File: src/rtl/rle_video_pkg.sv
// rtl/rle_video_pkg.sv - shared types and defaults for the RLE video prefetch path
package rle_video_pkg;

    localparam int RLE_DATA_WIDTH = 16;
    localparam int RLE_FIFO_DEPTH = 4;

    typedef enum logic [1:0] {
        FETCH_IDLE,
        FETCH_REQ,
        FETCH_WAIT_BUSY,
        FETCH_WAIT_DATA
    } fetch_state_e;

endpackage

File: src/rtl/prefetch_ram.sv
// rtl/prefetch_ram.sv - DEPTH x DATA_WIDTH storage, synchronous write, asynchronous read
module prefetch_ram #(
    parameter int DATA_WIDTH = 16,
    parameter int DEPTH      = 4
) (
    input  logic                     clk,
    input  logic                     we_i,
    input  logic [$clog2(DEPTH)-1:0] waddr_i,
    input  logic [DATA_WIDTH-1:0]    wdata_i,
    input  logic [$clog2(DEPTH)-1:0] raddr_i,
    output logic [DATA_WIDTH-1:0]    rdata_o
);

    // Contents are deliberately not reset; validity is tracked by the level counter.
    logic [DATA_WIDTH-1:0] mem_q [DEPTH];

    always_ff @(posedge clk) begin
        if (we_i) begin
            mem_q[waddr_i] <= wdata_i;
        end
    end

    assign rdata_o = mem_q[raddr_i];

endmodule

File: src/rtl/rle_prefetch_fifo.sv
// rtl/rle_prefetch_fifo.sv - flash word prefetcher: keeps a small FIFO topped up
// with one outstanding read at a time, flushed by stop.
module rle_prefetch_fifo
    import rle_video_pkg::*;
#(
    parameter int DATA_WIDTH = RLE_DATA_WIDTH,
    parameter int DEPTH      = RLE_FIFO_DEPTH
) (
    input  logic                       clk,
    input  logic                       rstn,
    input  logic                       start,
    input  logic                       stop,
    output logic                       spi_start_read,
    output logic                       spi_continue_read,
    output logic                       spi_stop_read,
    input  logic                       spi_busy,
    input  logic [DATA_WIDTH-1:0]      spi_data,
    output logic [DATA_WIDTH-1:0]      out_data,
    output logic                       out_valid,
    input  logic                       out_ready,
    output logic [$clog2(DEPTH):0]     level
);

    localparam int PTR_W = $clog2(DEPTH);
    localparam int LVL_W = PTR_W + 1;

    fetch_state_e     state_q;
    logic             first_req_q;
    logic [PTR_W-1:0] wptr_q;
    logic [PTR_W-1:0] rptr_q;
    logic [LVL_W-1:0] level_q;
    logic [LVL_W-1:0] level_d;
    logic             start_rd_q;
    logic             cont_rd_q;
    logic             stop_rd_q;

    logic             pop;
    logic             push;
    logic             can_req;

    assign pop     = (level_q != '0) && out_ready;
    assign push    = (state_q == FETCH_WAIT_DATA) && !spi_busy && !stop;
    // A slot freed by this cycle's pop is enough to issue the next read.
    assign can_req = (level_q - LVL_W'(pop)) < LVL_W'(DEPTH);

    always_comb begin
        level_d = level_q;
        if (push && !pop) begin
            level_d = level_q + LVL_W'(1);
        end else if (pop && !push) begin
            level_d = level_q - LVL_W'(1);
        end
    end

    always_ff @(posedge clk or negedge rstn) begin
        if (!rstn) begin
            state_q     <= FETCH_IDLE;
            first_req_q <= 1'b0;
            wptr_q      <= '0;
            rptr_q      <= '0;
            level_q     <= '0;
            start_rd_q  <= 1'b0;
            cont_rd_q   <= 1'b0;
            stop_rd_q   <= 1'b0;
        end else begin
            start_rd_q <= 1'b0;
            cont_rd_q  <= 1'b0;
            stop_rd_q  <= 1'b0;
            if (stop) begin
                state_q     <= FETCH_IDLE;
                first_req_q <= 1'b0;
                wptr_q      <= '0;
                rptr_q      <= '0;
                level_q     <= '0;
                stop_rd_q   <= 1'b1;
            end else begin
                if (push) begin
                    wptr_q <= wptr_q + PTR_W'(1);
                end
                if (pop) begin
                    rptr_q <= rptr_q + PTR_W'(1);
                end
                level_q <= level_d;
                case (state_q)
                    FETCH_IDLE: begin
                        if (start) begin
                            state_q     <= FETCH_REQ;
                            first_req_q <= 1'b1;
                        end
                    end
                    FETCH_REQ: begin
                        if (can_req) begin
                            start_rd_q  <= first_req_q;
                            cont_rd_q   <= !first_req_q;
                            first_req_q <= 1'b0;
                            state_q     <= FETCH_WAIT_BUSY;
                        end
                    end
                    FETCH_WAIT_BUSY: begin
                        if (spi_busy) begin
                            state_q <= FETCH_WAIT_DATA;
                        end
                    end
                    FETCH_WAIT_DATA: begin
                        if (!spi_busy) begin
                            state_q <= FETCH_REQ;
                        end
                    end
                    default: state_q <= FETCH_IDLE;
                endcase
            end
        end
    end

    prefetch_ram #(
        .DATA_WIDTH (DATA_WIDTH),
        .DEPTH      (DEPTH)
    ) u_ram (
        .clk     (clk),
        .we_i    (push),
        .waddr_i (wptr_q),
        .wdata_i (spi_data),
        .raddr_i (rptr_q),
        .rdata_o (out_data)
    );

    assign out_valid         = (level_q != '0);
    assign level             = level_q;
    assign spi_start_read    = start_rd_q;
    assign spi_continue_read = cont_rd_q;
    assign spi_stop_read     = stop_rd_q;

endmodule

File: config.mk
export PLATFORM = sky130hd
export DESIGN_NAME = rle_prefetch_fifo
export DESIGN_NICKNAME = d
export VERILOG_FILES = /design/src/rtl/rle_video_pkg.sv /design/src/rtl/prefetch_ram.sv /design/src/rtl/rle_prefetch_fifo.sv
export SDC_FILE = /design/constraint.sdc
export NUM_CORES = 1
export LEC_CHECK = 0
export CAP_MARGIN = 40
export CORE_UTILIZATION = 30
export CTS_BUF_LIST = sky130_fd_sc_hd__clkbuf_16
export DETAILED_ROUTE_END_ITERATION = 7
export PLACE_DENSITY = 0.56
export SLEW_MARGIN = 20
export SYNTH_ARGS = -nofsm -noshare
export SYNTH_HDL_FRONTEND = slang
export SYNTH_HIERARCHICAL = 1
export SYNTH_SLANG_ARGS = --single-unit
File: constraint.sdc
create_clock -name clk -period 4.4 [get_ports clk]
set_clock_uncertainty 0.05 [all_clocks]
set_input_delay 1.1 -clock clk [delete_from_list [all_inputs] [get_ports clk]]
set_output_delay 1.1 -clock clk [all_outputs]
set_load 0.03 [all_outputs]
After elaboration in Yosys (flattened, before gate mapping)
Memories as Yosys holds them, arrays and structs flattened.
Index checks and enable logic that the tools add are counted.
- add/subtract/negate cells: 5
- magnitude comparators: 1
- equal/unequal tests: 7
- multiplexer cells: 26
- reductions and logical operators: 18
- operator list (operator ; number):
    2-bit two-way mux ; 9
    1-bit two-way mux ; 12
    3-bit != test (second input constant) ; 4
    3-bit two-way mux ; 3
    3-bit nonzero test ; 3
    2-bit one-hot mux with 4 select lines ; 1
    1-bit logical AND ; 5
    1-bit logical NOT ; 5
    2-bit by 1-bit adder with 2-bit output (second input constant) ; 2
    2-bit == test (second input constant) ; 2
    4-bit AND reduction ; 1
    2-bit nonzero test ; 2
    3-bit by 1-bit adder with 3-bit output (second input constant) ; 1
    3-bit < comparator (second input constant) ; 1
    3-bit AND reduction ; 1
    3-bit by 1-bit subtractor with 3-bit output ; 1
    3-bit by 1-bit subtractor with 3-bit output (second input constant) ; 1
    2-bit by 1-bit == test with 1-bit output (second input constant) ; 1
    2-bit logical NOT ; 1
    1-bit one-hot mux with 2 select lines ; 1
- bits in registers: 13
- RAM bits: 64
- bits of input ports: 22
- output and inout port bits: 23
- logic and storage cells: 66
- memories kept: 1
- memory list (memory ; depth ; width ; read ports ; clocked after Yosys merged registers in ; write ports ; RTL line ; source):
    u_ram.mem_q ; 4 ; 16 ; 1 ; 0 ; 1 ; prefetch_ram.sv:15 ; logic [DATA_WIDTH-1:0] mem_q [DEPTH];

Longest topological paths before layout
Gate-level depths: netlist of run 1.
- word-level depth: 8
- gate-level depth with buffers: 8
- gate-level depth less buffers: 8

Modules after synthesis
Netlist of run 1, hierarchy kept.
- modules (own cells, without submodules) (module ; instances ; cells an instance ; area each (um^2) ; sequential area each (um^2)):
    prefetch_ram ; 1 ; 88 ; 2377.3 ; 1921.8
    rle_prefetch_fifo ; 1 ; 81 ; 797.0 ; 325.3

Worst setup path after synthesis of run 1
No wires, ideal clock.
- kind: input to register
- start point: input port spi_busy
- end point: memory u_ram.mem_q[0][0] (enable)
- library setup time: 0.413 ns
- data arrival time: 2.790 ns
- data required time: 3.937 ns
- setup slack: 1.147 ns
- stages: 3
- buffers on the path: 0
- path through: or2b_1 nor2_1 nor3b_1
- longest elaborated chain between the ends: 5
- ends and longest elaborated chain (element ; RTL line ; source):
    start: declaration ; rle_prefetch_fifo.sv:16 ; input logic spi_busy,
    1-bit logical NOT ; - ;
    1-bit logical AND (2 in a row) ; rle_prefetch_fifo.sv:42 ; assign push = (state_q == FETCH_WAIT_DATA) && !spi_busy && !stop;
    named net push ; rle_prefetch_fifo.sv:38 ; logic push;
    1-bit two-way mux ; prefetch_ram.sv:18 ; if (we_i) begin
    1-bit two-way mux (implied by the code) ; prefetch_ram.sv:19 ; mem_q[waddr_i] <= wdata_i;
    end: declaration ; prefetch_ram.sv:15 ;
The timed path passes the listed nets, and every way through them passes these cells.

Worst setup path in the final report of run 1
- start point: register rptr_q[0]
- end point: output port out_data[12]
- longest elaborated chain between the ends: 1
- ends and longest elaborated chain (element ; RTL line ; source):
    start: declaration ; rle_prefetch_fifo.sv:30 ; logic [PTR_W-1:0] rptr_q;
    start signal: assignment ; rle_prefetch_fifo.sv:81 ; rptr_q <= rptr_q + PTR_W'(1);
    memory 4 x 16 bit ; - ;
    end: declaration ; rle_prefetch_fifo.sv:18 ; output logic [DATA_WIDTH-1:0] out_data,
Every way passes these cells.

==> impl_metrics.tcl, run 1 <==
set metrics [dict create \
    die_width_um 105 \
    tritoncts "done" \
    drtAntennaViolNets 0 \
    holdWs_ps 460 \
    post-route-drc-count 0 \
    syn_inst 169 \
    synth-main-ff-cell "edfxtp_1" \
    die-area_um2 11000 \
    start_kind "register" \
    grt_use_total 0.113 \
    fmax_mhz 285 \
    n_antenna_cell 0 \
    leakage_nw 1.40 \
    critical_path_class "reg -> out" \
    setup_violations 0 \
    cts_resized 0 \
    p_int_mw 1.61 \
    rsz0062_at_grt "no" \
    clk_path_buf_depth 2 \
    gp_congestion 0.750 \
    synth_top_area_cell "edfxtp_1" \
    final.period_utilization 0.796 \
    nFillCells 957 \
    cts.sinks 77 \
    fin_crit_ps 3500 \
    clkPwrFrac 0.341 \
    dr_total_vias 1648 \
    power.density_nw_per_um2 547 \
    drt_wl_total_mm 5.61 \
    first_iter_violations 58 \
    synthArstFlopShare 0.169 \
    yosys_warnings 6 \
    cts_setup_buffers 0 \
    synth_top_cell_area_share 0.605 \
    p_sw_frac 0.279 \
    drv_slew 0 \
    seqPwrFrac 0.390 \
    cts_buffers 9 \
    max_cap_viol_count 0 \
    hold_viol_final 0 \
    place_hpwl_mm 3.54 \
    synth-seq-area-share 0.708 \
    start_util 0.309 \
    rows 37 \
    post_drt_wl_per_cell_um 15.5 \
    layout.nets 249 \
    hold_path_class "reg -> reg" \
    overflow 0 \
    vdd_drop_max_mv 0.253 \
    outcome "finished clean" \
    synth_area_leaders "edfxtp_1 61%, dfrtp_1 10%, mux4_2 7.1%" \
    yosys_register_bits 77 \
    root_buffer "clkbuf_16" \
    end_kind "output port" \
    ctsHoldBuffers 0 \
    die_height_um 105 \
    pwr-share-comb 0.269 \
    synth_edf_count 64 \
    via_per_inst 4.55 \
    firstDrtPassIters 4 \
    grt_pass1_vias 1729 \
    required_ps 3250 \
    cp_max_fo 14 \
    arrival_ps 2350 \
    clkTransAtPathRegs_ps 60 \
    drive_above_1_share 0.159 \
    antenna_found_initial 0 \
    clk-insertion-delay-late_ps 320 \
    ys_types 41 \
    grt_pass1_wl_mm 8.97 \
    synthToLayoutAreaGrowth_pct 28.8 \
    avgSynthCellArea_um2 18.8 \
    fin_total_pwr_mw 2.24 \
    p_sw_mw 0.624 \
    relSlewSlack 0.464 \
    synth_nets 196 \
    setup-tns-final_ps 0 \
    h-tree-depth 3 \
    ioPinCount 45 \
    grt_max_degree 18 \
    worstMarginPinSlew_ps 804 \
    synth_area_um2 3170 \
    portBuffers 44 \
    fp.coreArea_um2 10300 \
]
## sequential cells by signal (all words and copies together), names as in the netlist
name               cells
first_req_q            1
level                  3
rptr_q                 2
spi_continue_read      1
spi_start_read         1
spi_stop_read          1
state_q                2
u_ram/mem_q           64
wptr_q                 2
## cell families (layout without fill, tap and decap cells)
logic type,after synthesis,in the layout,share of synthesized area
AOI/OAI and AO/OA,18,18,0.0410
xor gates and xnor gates,6,6,0.0166
adders and majority gates,5,5,0.0221
buffers and inverters,13,70,0.0248
DFF,77,77,0.708
muxes,19,19,0.130
and+or+nand+nor,31,31,0.0576
## power groups by stage
stage               Clock, mW  Combinational [mW]  Sequential (mW)
floorplan                   0               0.423            0.890
global placement            0               0.602            0.889
detailed placement          0               0.607            0.887
CTS                     0.785               0.609            0.874
global route            0.807               0.647            0.878
finish                  0.762               0.601            0.872
## worst max-delay path, cell delays in order (launching register included)
cell	delay (ps)
dfrtp_1	480
buf_4	350
mux4_2	580
clkdlybuf4s50_1	610
## per-stage QoR
stage | worst slack, ps | util | std cells | instance area, um^2
floorplan | 1150 | - | 169 | 3170
global placement | 1020 | 0.367 | 347 | 3770
detailed placement | 965 | 0.367 | 347 | 3770
CTS | 820 | 0.398 | 362 | 4090
global route | 771 | 0.398 | 362 | 4090
finish | 896 | 0.398 | 362 | 4090
## final cells by class
cell class	count	area [um^2]	share of cell area
sequential	77	2250	0.550
multi-input combinational	79	853	0.209
timing repair buffer	50	485	0.119
clock buffer	9	225	0.0551
tap	136	170	0.0416
clock inverter	6	87.6	0.0214
inverter	5	18.8	0.00459
## layer usage
metal  track usage  part of all wire
met5             0                 0
met4        0.0362            0.0091
met3        0.0499             0.049
met2         0.173              0.47
met1         0.142              0.47
## worst paths after layout
path | start | end | slack (ps) | cells after the start
worst min register to register | first_req_q | spi_continue_read | 460 | 1
min in group asynchronous | rstn | state_q[1] | 1110 | 1
worst max-delay path | rptr_q[0] | out_data[12] | 900 | 3
max in group asynchronous | rstn | spi_stop_read | 2780 | 1
worst max register to register | state_q[0] | level[1] | 2160 | 8
worst min-delay path | first_req_q | spi_continue_read | 460 | 1
## synth_stat cells, drive strengths merged, types with 3 or more instances
cell,instances
mux2i,3
buf,7
mux4,16
nand2,3
a21oi,5
nor2,8
xnor2,4
ha,4
edfxtp,64
dfrtp,13
nor3,4
inv,5
nor2b,3
o21ai,4
## cell usage in the layout, fill, tap and decap left out, types with 2 or more instances in the layout
master and n:
nor2b_1 2, nand2_1 3, clkdlybuf4s50_1 44, dfrtp_1 13, edfxtp_1 64, buf_4 6
clkinv_2 2, xor2_1 2, nor2_1 8, a21oi_1 5, mux4_2 10, and3b_1 2
mux4_1 6, inv_1 4, ha_1 4, nand2b_1 2, clkbuf_16 9, xnor2_1 4
o21bai_1 2, o21ai_0 4, bufinv_16 2, mux2i_1 3, nor3_1 4
No activity file was read; power rests on OpenSTA's default activity.
==> inputs of run 2 (changes only) <==
--- a/config.mk
+++ b/config.mk
@@ -9,7 +9,7 @@
 export CORE_UTILIZATION = 30
 export CTS_BUF_LIST = sky130_fd_sc_hd__clkbuf_16
 export DETAILED_ROUTE_END_ITERATION = 7
-export PLACE_DENSITY = 0.56
+export PLACE_DENSITY = 0.58
 export SLEW_MARGIN = 20
 export SYNTH_ARGS = -nofsm -noshare
 export SYNTH_HDL_FRONTEND = slang
==> constraint.sdc (replaced) <==
create_clock -name clk -period 3.2 [get_ports clk]
set_clock_uncertainty 0.05 [all_clocks]
set_input_delay 0.8 -clock clk [delete_from_list [all_inputs] [get_ports clk]]
set_output_delay 0.8 -clock clk [all_outputs]
set_load 0.03 [all_outputs]
==> impl_metrics.tcl, run 2 (same netlist as run 1, synthesis figures left out) <==
set metrics [dict create \
    outcome "finished clean" \
    drive_above_1_share 0.170 \
    seq_area_um2 2250 \
    overflow 0 \
    root_buffer "clkbuf_16" \
    cp_max_fo 18 \
    layout.nets 251 \
    final.period_utilization 0.939 \
    die-area_um2 11000 \
    final_common_cell "edfxtp_1" \
    fin_area_um2 4080 \
    postLayoutCoreUtil 0.397 \
    ctsHoldBuffers 0 \
    max_cap_viol_count 0 \
    post_drt_wl_per_cell_um 15.6 \
    grt_pass1_vias 1760 \
    multi_input_area_um2 853 \
    relSlewSlack 0.587 \
    worstMarginPinSlew_ps 618 \
    synthToLayoutAreaGrowth_pct 28.5 \
    fp.coreArea_um2 10300 \
    clk_path_buf_depth 2 \
    critical_path_class "reg -> out" \
    drv_slew 0 \
    drt_wl_total_mm 5.69 \
    post-route-drc-count 0 \
    first_iter_violations 90 \
    grt_use_total 0.113 \
    portBuffers 44 \
    fmax_mhz 333 \
    dr_total_vias 1651 \
    regMostFlops "u_ram/mem_q" \
    end_kind "output port" \
    required_ps 2350 \
    clk-insertion-delay-late_ps 330 \
    grt_max_degree 19 \
    h-tree-depth 3 \
    setup-tns-final_ps 0 \
    cts_buffers 9 \
    leakage_nw 1.40 \
    via_per_inst 4.52 \
    cts_resized 0 \
    worst_slack_ps 196 \
    vdd_drop_max_mv 0.309 \
    largest_reg_flops 64 \
    gp_congestion 0.749 \
    arrival_ps 2150 \
    tritoncts "done" \
    hold_path_class "reg -> reg" \
    n_antenna_cell 0 \
    start_util 0.309 \
    die_height_um 105 \
    fin_crit_ps 3000 \
    start_kind "register" \
    holdWs_ps 440 \
    placed_area_um2 3800 \
    place_hpwl_mm 3.58 \
    clkTransAtPathRegs_ps 60 \
    antenna_found_initial 0 \
    hold_viol_final 0 \
    dp_worst_setup_slack_ps 211 \
    drtAntennaViolNets 0 \
    grt_pass1_wl_mm 9.20 \
    setup_violations 0 \
    cts.sinks 77 \
    die_width_um 105 \
    cts_setup_buffers 0 \
    rsz0062_at_grt "no" \
    ioPinCount 45 \
    layout_common_cells "64 x edfxtp_1, 43 x clkdlybuf4s50_1, 13 x dfrtp_1" \
    power.density_nw_per_um2 726 \
    nFillCells 957 \
    firstDrtPassIters 4 \
    rows 37 \
]
## run 2: layout make-up
type / count / share of cell area
Sequential cell: 77 / 0.551
Multi-Input combinational cell: 79 / 0.209
Timing Repair Buffer: 52 / 0.125
Clock buffer: 9 / 0.0552
Tap cell: 136 / 0.0417
Clock inverter: 7 / 0.0129
Inverter: 5 / 0.00460
## run 2: stage by stage
step	cells	total power [mW]
2_1_floorplan	169	1.81
3_3_place_gp	349	2.07
3_5_place_dp	349	2.08
4_1_cts	365	3.00
5_1_grt	365	3.11
6_report	365	2.96
## run 2: final timing paths
kind | start | endpoint | slack [ps] | depth (start not counted)
setup reg to reg | state_q[1] | level[1] | 930 | 8
hold / removal | first_req_q | spi_continue_read | 440 | 1
max in group asynchronous | rstn | state_q[0] | 1890 | 1
min in group asynchronous | rstn | spi_start_read | 810 | 1
hold reg to reg | first_req_q | spi_continue_read | 440 | 1
setup / recovery | rptr_q[0] | out_data[1] | 200 | 3
## run 2: where the power goes
part | switching, mW | internal, mW | total [mW]
clock network | 0.383 | 0.528 | 0.911
logic | 0.440 | 0.420 | 0.860
registers | 0.0540 | 1.13 | 1.19
## run 2: metal layers
| layer | track usage | vias to the layer above | share of wire |
|---|---|---|---|
| met3 | 0.0437 | 9 | 0.048 |
| met4 | 0.0352 | 0 | 0.012 |
| met1 | 0.137 | 831 | 0.44 |
| met2 | 0.184 | 35 | 0.50 |
| li1 | - | 776 | - |
| met5 | 0 | - | 0 |
## run 2: worst max-delay path: stages, from the launching register on
cell,delay [ps]
dfrtp_1,380
buf_12,190
mux4_1,630
clkdlybuf4s50_1,620
==> inputs of run 3 (changes only) <==
--- a/config.mk
+++ b/config.mk
@@ -6,10 +6,10 @@
 export NUM_CORES = 1
 export LEC_CHECK = 0
 export CAP_MARGIN = 40
-export CORE_UTILIZATION = 30
+export CORE_UTILIZATION = 49
 export CTS_BUF_LIST = sky130_fd_sc_hd__clkbuf_16
 export DETAILED_ROUTE_END_ITERATION = 7
-export PLACE_DENSITY = 0.58
+export PLACE_DENSITY = 0.83
 export SLEW_MARGIN = 20
 export SYNTH_ARGS = -nofsm -noshare
 export SYNTH_HDL_FRONTEND = slang
==> impl_metrics.tcl, run 3 (same netlist as run 1, synthesis figures left out) <==
set metrics [dict create \
    synthToLayoutAreaGrowth_pct 27.1 \
    ioPinCount 45 \
    portBuffers 44 \
    root_buffer "clkbuf_16" \
    final_common_cell "edfxtp_1" \
    ctsHoldBuffers 0 \
    hp-start "first_req_q" \
    cp_max_fo 16 \
    holdWs_ps 443 \
    clkTransAtPathRegs_ps 60 \
    h-tree-depth 3 \
    dr_total_vias 1702 \
    die_width_um 82.5 \
    setup_violations 0 \
    n_antenna_cell 0 \
    worst_slack_ps 188 \
    overflow 0 \
    tritoncts "done" \
    grt_pass1_wl_mm 8.26 \
    clk_path_buf_depth 2 \
    r2r_setup_slack_ps 910 \
    max_cap_viol_count 0 \
    routed-wl-met2_mm 2.83 \
    worstMarginPinSlew_ps 584 \
    r2r-start "state_q[1]" \
    via_per_inst 5.60 \
    arrival_ps 2160 \
    gp_congestion 0.837 \
    cts.sinks 77 \
    first_iter_violations 80 \
    fin_crit_ps 3010 \
    wl_met3_um 327 \
    vdd_drop_max_mv 0.440 \
    largest_reg_flops 64 \
    min_to "spi_continue_read" \
    drtAntennaViolNets 0 \
    met1_length_mm 2.25 \
    start_util 0.521 \
    power.density_nw_per_um2 756 \
    setup-tns-final_ps 0 \
    drt_wl_total_mm 5.50 \
    dp_worst_setup_slack_ps 242 \
    layout_common_cells "64 x edfxtp_1, 44 x clkdlybuf4s50_1, 13 x dfrtp_1" \
    fmax_mhz 332 \
    cts_resized 0 \
    postLayoutCoreUtil 0.662 \
    die-area_um2 6800 \
    leakage_nw 1.40 \
    fin_total_pwr_mw 3.05 \
    hold_viol_final 0 \
    drv_slew 0 \
    worstRegToRegCells 8 \
    die_height_um 82.5 \
    rows 28 \
    grt_max_degree 17 \
    antenna_found_initial 0 \
    place_hpwl_mm 3.47 \
    required_ps 2350 \
    rsz0062_at_grt "no" \
    drive_above_1_share 0.170 \
    critical_path_class "reg -> out" \
    relSlewSlack 0.609 \
    layout.nets 251 \
    start_kind "register" \
    final.period_utilization 0.941 \
    grt_use_total 0.182 \
    holdPathStages 1 \
    r2r_end "level[1]" \
    cts_buffers 9 \
    outcome "finished clean" \
    hold_path_class "reg -> reg" \
    fp.coreArea_um2 6100 \
    grt_pass1_vias 1660 \
    post-route-drc-count 0 \
    firstDrtPassIters 4 \
    clk-insertion-delay-late_ps 330 \
    regMostFlops "u_ram/mem_q" \
    highest_layer "met4" \
    post_drt_wl_per_cell_um 18.1 \
    cts_setup_buffers 0 \
    end_kind "output port" \
]
## run 3: area by class of cell
cell class | count | area, um^2
sequential | 77 | 2250
fill | 416 | 2060
multi-input combinational | 79 | 853
timing repair buffer | 52 | 513
clock buffer | 9 | 225
tap | 75 | 93.8
clock inverter | 7 | 83.8
inverter | 5 | 18.8
## run 3: worst max-delay path by stage
stage / startpoint / end / slack [ps]
detailed placement: spi_busy / level[1] / 240
CTS: rptr_q[0] / out_data[2] / 150
global route: rptr_q[0] / out_data[2] / 120
floorplan: spi_busy / u_ram/mem_q[0][0] / 250
finish: rptr_q[0] / out_data[2] / 190
global placement: spi_busy / level[1] / 370
## run 3: layer usage
| layer | GRT usage | vias up |
|---|---|---|
| li1 | - | 785 |
| met1 | 0.210 | 849 |
| met2 | 0.302 | 59 |
| met3 | 0.0615 | 9 |
| met4 | 0.0930 | 0 |
| met5 | 0 | - |
## run 3: through the flow
| step | instance area, um^2 | instances |
|---|---|---|
| finish | 4040 | 304 |
| detailed placement | 3730 | 288 |
| CTS | 4040 | 304 |
| global placement | 3730 | 288 |
| global route | 4040 | 304 |
| floorplan | 3170 | 169 |
## run 3: worst max-delay path, cell delays in order, from the launching register on
cell and delay, ps:
dfrtp_1 430, buf_12 200, mux4_1 590, clkdlybuf4s50_1 610
## run 3: power breakdown
part | total (mW) | leakage [nW] | internal [mW] | switching, mW
combinational | 0.850 | 0.504 | 0.420 | 0.430
sequential | 1.19 | 0.751 | 1.13 | 0.0580
clock | 1.01 | 0.148 | 0.615 | 0.392
